## config.mk

```make
export PLATFORM = sky130hd
export DESIGN_NAME = ysyx_22041207_multiplier
export DESIGN_NICKNAME = d
export VERILOG_FILES = /design/src/rtl/ysyx_22041207_multiplier.sv
export SDC_FILE = /design/constraint.sdc
export NUM_CORES = 1
export LEC_CHECK = 0
export CAP_MARGIN = 20
export CORE_MARGIN = 3
export CORE_UTILIZATION = 40
export DETAILED_ROUTE_END_ITERATION = 8
export HOLD_SLACK_MARGIN = 0.08
export PLACE_DENSITY_LB_ADDON = 0.15
export SYNTH_ARGS = -nofsm -noshare
export SYNTH_HDL_FRONTEND = slang
export SYNTH_SLANG_ARGS = --single-unit
```

## constraint.sdc

```tcl
create_clock -name clk -period 8.51 [get_ports clk]
set_input_delay 1.702 -clock clk [delete_from_list [all_inputs] [get_ports clk]]
set_output_delay 1.702 -clock clk [all_outputs]
set_load 0.05 [all_outputs]
```

## src/rtl/ysyx_22041207_multiplier.sv

```systemverilog
// Sequential 64x64 multiplier returning the low 64 bits of the product.
// Default build: radix-4 Booth engine (33 cycles). Define YSYX_MUL_FAST_EN for a single-cycle multiply.
module ysyx_22041207_multiplier (
    input  logic        clk,
    input  logic        rst,
    input  logic        mul_valid,
    input  logic        flush,
    input  logic [63:0] multiplicand,
    input  logic [63:0] multiplier,
    output logic        mul_ready,
    output logic        out_valid,
    output logic [63:0] result
);

    typedef enum logic [1:0] {
        IDLE = 2'd0,
        BUSY = 2'd1,
        DONE = 2'd2
    } state_t;

    state_t      state;
    state_t      state_nxt;
    logic [63:0] mcand;
    logic [66:0] mreg;
    logic        accept;
    logic        last_iter;

    assign accept = (state != BUSY) && mul_valid && !flush;

`ifndef YSYX_MUL_FAST_EN
    logic [63:0] acc;
    logic [63:0] acc_nxt;
    logic [5:0]  cnt;

    // One Booth digit d in {0,+-1,+-2}, scaled by 4^idx, all mod 2^64.
    // Shifts of 64 and above fall off the top and contribute nothing.
    function automatic logic [63:0] booth_term(input logic [2:0]  bits,
                                               input logic [63:0] a,
                                               input logic [5:0]  idx);
        logic [63:0]        mag;
        logic               neg;
        logic signed [63:0] term;
        logic [6:0]         shamt;
        mag = 64'd0;
        neg = 1'b0;
        case (bits)
            3'b001, 3'b010: mag = a;
            3'b011:         mag = a << 1;
            3'b100:         begin mag = a << 1; neg = 1'b1; end
            3'b101, 3'b110: begin mag = a;      neg = 1'b1; end
            default:        mag = 64'd0;
        endcase
        term  = neg ? -$signed(mag) : $signed(mag);
        shamt = {idx, 1'b0};
        return $unsigned(term) << shamt;
    endfunction

    assign acc_nxt   = acc + booth_term(mreg[2:0], mcand, cnt);
    assign last_iter = (cnt == 6'd32);
`else
    assign last_iter = 1'b1;
`endif

    always_comb begin
        state_nxt = state;
        mul_ready = 1'b0;
        out_valid = 1'b0;
        case (state)
            IDLE: begin
                mul_ready = 1'b1;
                if (accept) state_nxt = BUSY;
            end
            BUSY: begin
                if (last_iter) state_nxt = DONE;
            end
            DONE: begin
                mul_ready = 1'b1;
                out_valid = 1'b1;
                state_nxt = accept ? BUSY : IDLE;
            end
            default: state_nxt = IDLE;
        endcase
        // flush wins over everything, including a simultaneous request
        if (flush) state_nxt = IDLE;
    end

    always_ff @(posedge clk or posedge rst) begin
        if (rst) begin
            state  <= IDLE;
            mcand  <= 64'd0;
            mreg   <= 67'd0;
            result <= 64'd0;
`ifndef YSYX_MUL_FAST_EN
            acc    <= 64'd0;
            cnt    <= 6'd0;
`endif
        end else begin
            state <= state_nxt;
            if (accept) begin
                mcand <= multiplicand;
                mreg  <= {2'b00, multiplier, 1'b0};
`ifndef YSYX_MUL_FAST_EN
                acc   <= 64'd0;
                cnt   <= 6'd0;
`endif
            end else if (state == BUSY && !flush) begin
`ifndef YSYX_MUL_FAST_EN
                acc  <= acc_nxt;
                mreg <= mreg >> 2;
                cnt  <= cnt + 6'd1;
                if (last_iter) result <= acc_nxt;
`else
                result <= mcand * mreg[64:1];
`endif
            end
        end
    end

endmodule

```

## After elaboration in Yosys (flattened, before gate mapping)

Cells that the tools add are included.

- Output and inout bits: 66
- Register bits: 267
- Logic and storage cells: 51
- RAM bits: 0
- Input bits: 132
- Latch bits: 0
- Memories: 0
- ROM bits: 0

- Add/subtract/negate cells: 3
- $lt $le $gt $ge: 0
- Mux-type cells: 16
- Equality and inequality tests: 12
- Multiply operators: 0
- Shift-type cells: 1
- Div/mod/pow operators: 0
- Bitwise gates (word level): 1
- Reductions and logical operators: 12

Operators by type and width:

| kind | count |
|---|---|
| 2-to-1 mux 64 bit | 3 |
| 2-to-1 mux 67 bit | 2 |
| one-hot mux 64 bit (2 select lines) | 1 |
| adder 64 bit | 1 |
| negation 64 bit | 1 |
| << shifter 64 x 7 -> 64 bit | 1 |
| 2-to-1 mux 6 bit | 2 |
| == test 3 bit (second input constant) | 3 |
| adder 6 x 1 -> 6 bit (second input constant) | 1 |
| == test 3 x 2 -> 1 bit (second input constant) | 2 |
| == test 6 bit (second input constant) | 1 |
| 2-to-1 mux 2 bit | 3 |
| inequality test 3 bit (second input constant) | 2 |
| one-hot mux 2 bit (3 select lines) | 1 |
| 2-to-1 mux 1 bit | 4 |
| OR reduction 2 bit | 2 |
| OR reduction 4 bit | 1 |
| == test 3 x 1 -> 1 bit (second input constant) | 1 |
| logical AND 1 bit | 3 |
| AND reduction 3 bit | 1 |
| OR reduction 3 bit | 1 |
| == test 2 x 1 -> 1 bit (second input constant) | 1 |
| == test 2 bit (second input constant) | 1 |
| zero test 2 bit | 1 |
| 5 further kinds | 5 |

## Longest topological paths before layout

- Word-level depth: 9
- Depth in mapped cells: 36
- Mapped depth without buffers: 28

## Worst setup path after synthesis

OpenSTA, ideal clock, no wires.

- Kind: register to register
- From: register mreg[0]
- To: register result[63]
- Path buffers: 9
- Data required time: 8382 ps
- Cell stages (with the launch flop): 37
- Arrival time: 7654 ps
- Setup slack: 728 ps
- Setup time: 128 ps
- Period minus slack after synthesis: 7782 ps
- Path through: dfrtp_1 -> inv_1 -> ha_1 -> clkbuf_1 -> clkbuf_1 -> buf_2 -> clkbuf_1 -> buf_2 -> buf_1 -> buf_1 -> nand2_1 -> ha_1 -> nor4bb_1 -> buf_2 -> nand4_2 -> clkbuf_1 -> o31ai_1 -> xnor2_1 -> mux2i_1 -> nor2_1 -> a211o_1 -> o21a_1 -> mux2_2 -> o22ai_1 -> ha_1 -> a21o_1 -> a21oi_1 -> nor2b_1 -> a2111o_1 -> o21ba_2 -> o2111ai_1 -> a2111oi_0 -> nor4b_1 -> o21ai_0 -> xor2_1 -> xnor2_1 -> o21ai_1

- Cells in the longest elaborated chain, start to end: 7
- Elaborated cells between the ends (all ways): 15
- Those cells by class: 2 x add/sub; 6 x eq/ne; 1 x shift; 3 x mux; 3 x reduce/logical

Ends and longest elaborated chain:

| item | line | RTL |
|---|---|---|
| start, declared | 24 | `logic [66:0] mreg;` |
| start signal, assigned | 101 | `mreg <= {2'b00, multiplier, 1'b0};` |
| start signal, assigned | 109 | `mreg <= mreg >> 2;` |
| == test 3 bit, or another cell as far along | 46 | `case (bits)` |
| OR reduction 4 bit (no source line) or OR reduction 2 bit (tied branches) | n/a |  |
| one-hot mux 64 bit (2 select lines) | 46 |  |
| negation 64 bit | 53 | `term = neg ? -$signed(mag) : $signed(mag);` |
| 2-to-1 mux 64 bit * | 53 |  |
| << shifter 64 x 7 -> 64 bit * | 55 | `return $unsigned(term) << shamt;` |
| adder 64 bit * | 58 | `assign acc_nxt = acc + booth_term(mreg[2:0], mcand, cnt);` |
| end signal, assigned | 111 | `if (last_iter) result <= acc_nxt;` |
| end, declared | 12 | `output logic [63:0] result` |

Every way passes the cells marked *; elsewhere a longest branch is shown, timed or not.
A chain may end at the register's enable or synchronous reset.

## Worst setup path after layout

Same ends and word-level chain as after synthesis.

==> qor.txt <==
Setup-failing EPs final: 0
Post-synth cell types: 89
Drt via density: 6.09
Clk slew on worst S/H paths: 0.06 ns
Worst-Margin Slew: 0.948 ns
Prevailing post-synth register cell: dfrtp_1
Delay-heaviest family, CP: compound AO/OA/AOI/OAI gates
CTS Hold Bufs: 0
Placed Cells: 3058
Total of max-cap violations: 0
Pwr dens: 385 nW/µm²
CP Data Required Time: 8.95 ns
Most frequent cells in the layout: nand2_1 (273), dfrtp_1 (263), clkdlybuf4s50_1 (197), nor2_1 (165), a21oi_1 (133)
Status: finished, violations left
Ant. Diodes: 0
Synth area leader: dfrtp_1
RSZ-0062 raised after global routing: false
FF+latch count, synth: 265
Total power: 0.00916 W
Commonest non-fill, non-tap cell in the layout: nand2_1
YS warnings: 0
Top post-synthesis cells by area: dfrtp_1 (33%), mux2_2 (6.0%), nand2_1 (5.1%)
Initial Utilization: 0.408
H-tree depth: 1
Startpoint Class: register
Dpl hpwl: 49400 µm
Num CTS Buffers: 31
Routed Antenna Nets: 0
Failing checks: design-rule violations
Die area: 53000 µm²
WS Path Type: reg2reg
Core ar.: 49400 µm²
Slew headroom: 0.368
Global placement routability congestion: 0.976
CP endpoint kind: register
Slew Viols, Final: 0
PortBufs: 197
Iteration-0 DRC Markers: 2043
Setup TNS: 0 ns
Die W: 230 µm
Initial antenna violation count: 1
Wire per inst: 21.3 µm
Die Y: 230 µm
Total GRT Usage: 0.241
Root Driver: clkbuf_16
Critical path's largest stage delay: 0.64 ns
Critical Path AT: 8.29 ns
Share of cells above drive strength 1: 0.104
I/O pin count: 198
Synthesized area per cell: 8.61 µm²
Max clock buf depth: 3
Highest net fanout along the worst path: 43
Vias in the first global route: 18200
Worst vdd ir: 0.000156 V
Global-route wire length before repair: 104000 µm
Area Growth Syn to Fin: 18.2%
Site row count: 81
Total grt overflow: 0
Clk_lat worst skew: 0.61 ns
Finished Layout Cells: 3115
Drt total wl: 66200 µm
Yosys top cell area share: 0.330
Final min period: 7.84 ns
Vias: 19000
Crit share post-route: 0.921
Share of flip-flops with an asynchronous set or reset: 1.00
1st-pass router iterations: 9
Post-Syn Area: 20100 µm²
Post-synth EDFFs: 0
Max Fclk: 0.128 GHz
Syn_nets: 2540
Leak pwr: 10.7 nW
Mapped Cells: 2337
FILL cells: 4826
Slowest cell on crit path: nor3_2
# Post-CTS Setup Buffers: 0
Clk_skew: 0.0397 ns
Worst hold path type: reg2reg
Worst path bufs/invs: 1
# DRC: 8
CTS sink cnt: 265
NumNets Final: 2631
CTS tree: yes
Hold Fails Final Rpt: 0
Largest net degree at the start of global routing: 139
Sequential area share after synthesis: 0.330
Worst path cell trace: inv_1 -> ha_4 -> mux2_4 -> a22o_1 -> nor3_2 -> nand4_4 -> o31ai_1 -> xnor2_1 -> mux2i_1 -> mux2_2 -> mux2i_1 -> o21ai_0 -> ha_1 -> and3_1 -> or3b_2 -> o211ai_1 -> o21ba_2 -> o2111ai_1 -> a2111oi_2 -> nor4b_2 -> o21ai_0 -> xor2_1 -> xnor2_1 -> o21ai_1
what timing repair did:
item | CTS | global route
endpoints found under the hold margin | 0 | 0
endpoints found under the setup margin | 0 | 8
resized for setup | 0 | 8
per-stage QoR:
step	setup slack, ns	hold WS [ns]	utilization	area [µm²]
2_1_floorplan	0.728	0.456	-	20100
3_3_place_gp	0.671	0.458	0.458	22600
3_5_place_dp	0.411	0.462	0.458	22600
4_1_cts	0.352	0.477	0.481	23700
5_1_grt	0.0264	0.492	0.482	23800
6_report	0.668	0.469	0.482	23800
path summary, 6_finish.rpt:
check	slack [ns]	from	end	cells after the start
max in group asynchronous	5.50	rst	result[58]$_DFFE_PP0P_	4
min in group asynchronous	1.51	rst	acc[23]$_DFFE_PP0P_	2
min reg2reg	0.47	result[45]$_DFFE_PP0P_	result[45]$_DFFE_PP0P_	2
max	0.67	mreg[0]$_DFFE_PP0P_	result[63]$_DFFE_PP0P_	24
max reg2reg	0.67	mreg[0]$_DFFE_PP0P_	result[63]$_DFFE_PP0P_	24
min	0.47	result[45]$_DFFE_PP0P_	result[45]$_DFFE_PP0P_	2
worst min-delay path: stages (launching register included):
cell and delay [ns]:
dfrtp_1 0.34, nand2_1 0.05, nand2_1 0.05
logic make-up (layout without fill, tap and decap cells):
kind of cell,count (synthesis),after routing,synth area share
mux,176,176,0.0988
xor+xnor,104,104,0.0453
simple gates,667,667,0.154
compound gates,767,767,0.273
fa+ha+maj,71,71,0.0445
buf+inv,287,401,0.0548
flops,265,265,0.330
cells in the mapped netlist, types with 15 or more instances:
master and number:
nand2_1 274, dfrtp_1 265, nor2_1 165, clkbuf_1 140, a21oi_1 134, o21ai_0 132
mux2_2 107, inv_1 102, a22o_1 84, ha_1 70, xnor2_1 70, a222oi_1 62
mux2i_1 61, a22oi_1 56, nor3_1 44, a21o_1 38, nand3_1 34, xor2_1 34
a31oi_1 31, buf_1 27, a211oi_1 23, o31ai_1 22, and2_1 19, o41ai_1 19
o211ai_1 18, nand4_1 17, or3_1 17, nor4_1 16, nand2b_1 15, o22ai_1 15
flip-flops by register name, summed over array words and instances (netlist names):
signal / flops
cnt: 6
result: 64
acc: 64
mreg: 65
state: 2
mcand: 64
final cells by class:
class,count,area (µm²),share of cell area
Inverter,105,398,0.0167
Multi-Input combinational cell,1785,12500,0.524
Sequential cell,265,6630,0.279
Timing Repair Buffer,240,2310,0.0973
Clock buffer,43,891,0.0375
Clock inverter,13,243,0.0102
Tap cell,664,831,0.0349
power by group:
| group | internal (W) | switching, W |
|---|---|---|
| Combinational | 0.00222 | 0.00362 |
| Clock | 0.000912 | 0.000550 |
| Sequential | 0.00155 | 0.000310 |
layer usage:
layer  GRT usage  part of all wire
met5           0                 0
met4      0.0717             0.032
met3      0.0310             0.058
met2       0.396              0.47
met1       0.333              0.44
Power figures use the tool's default switching activity.
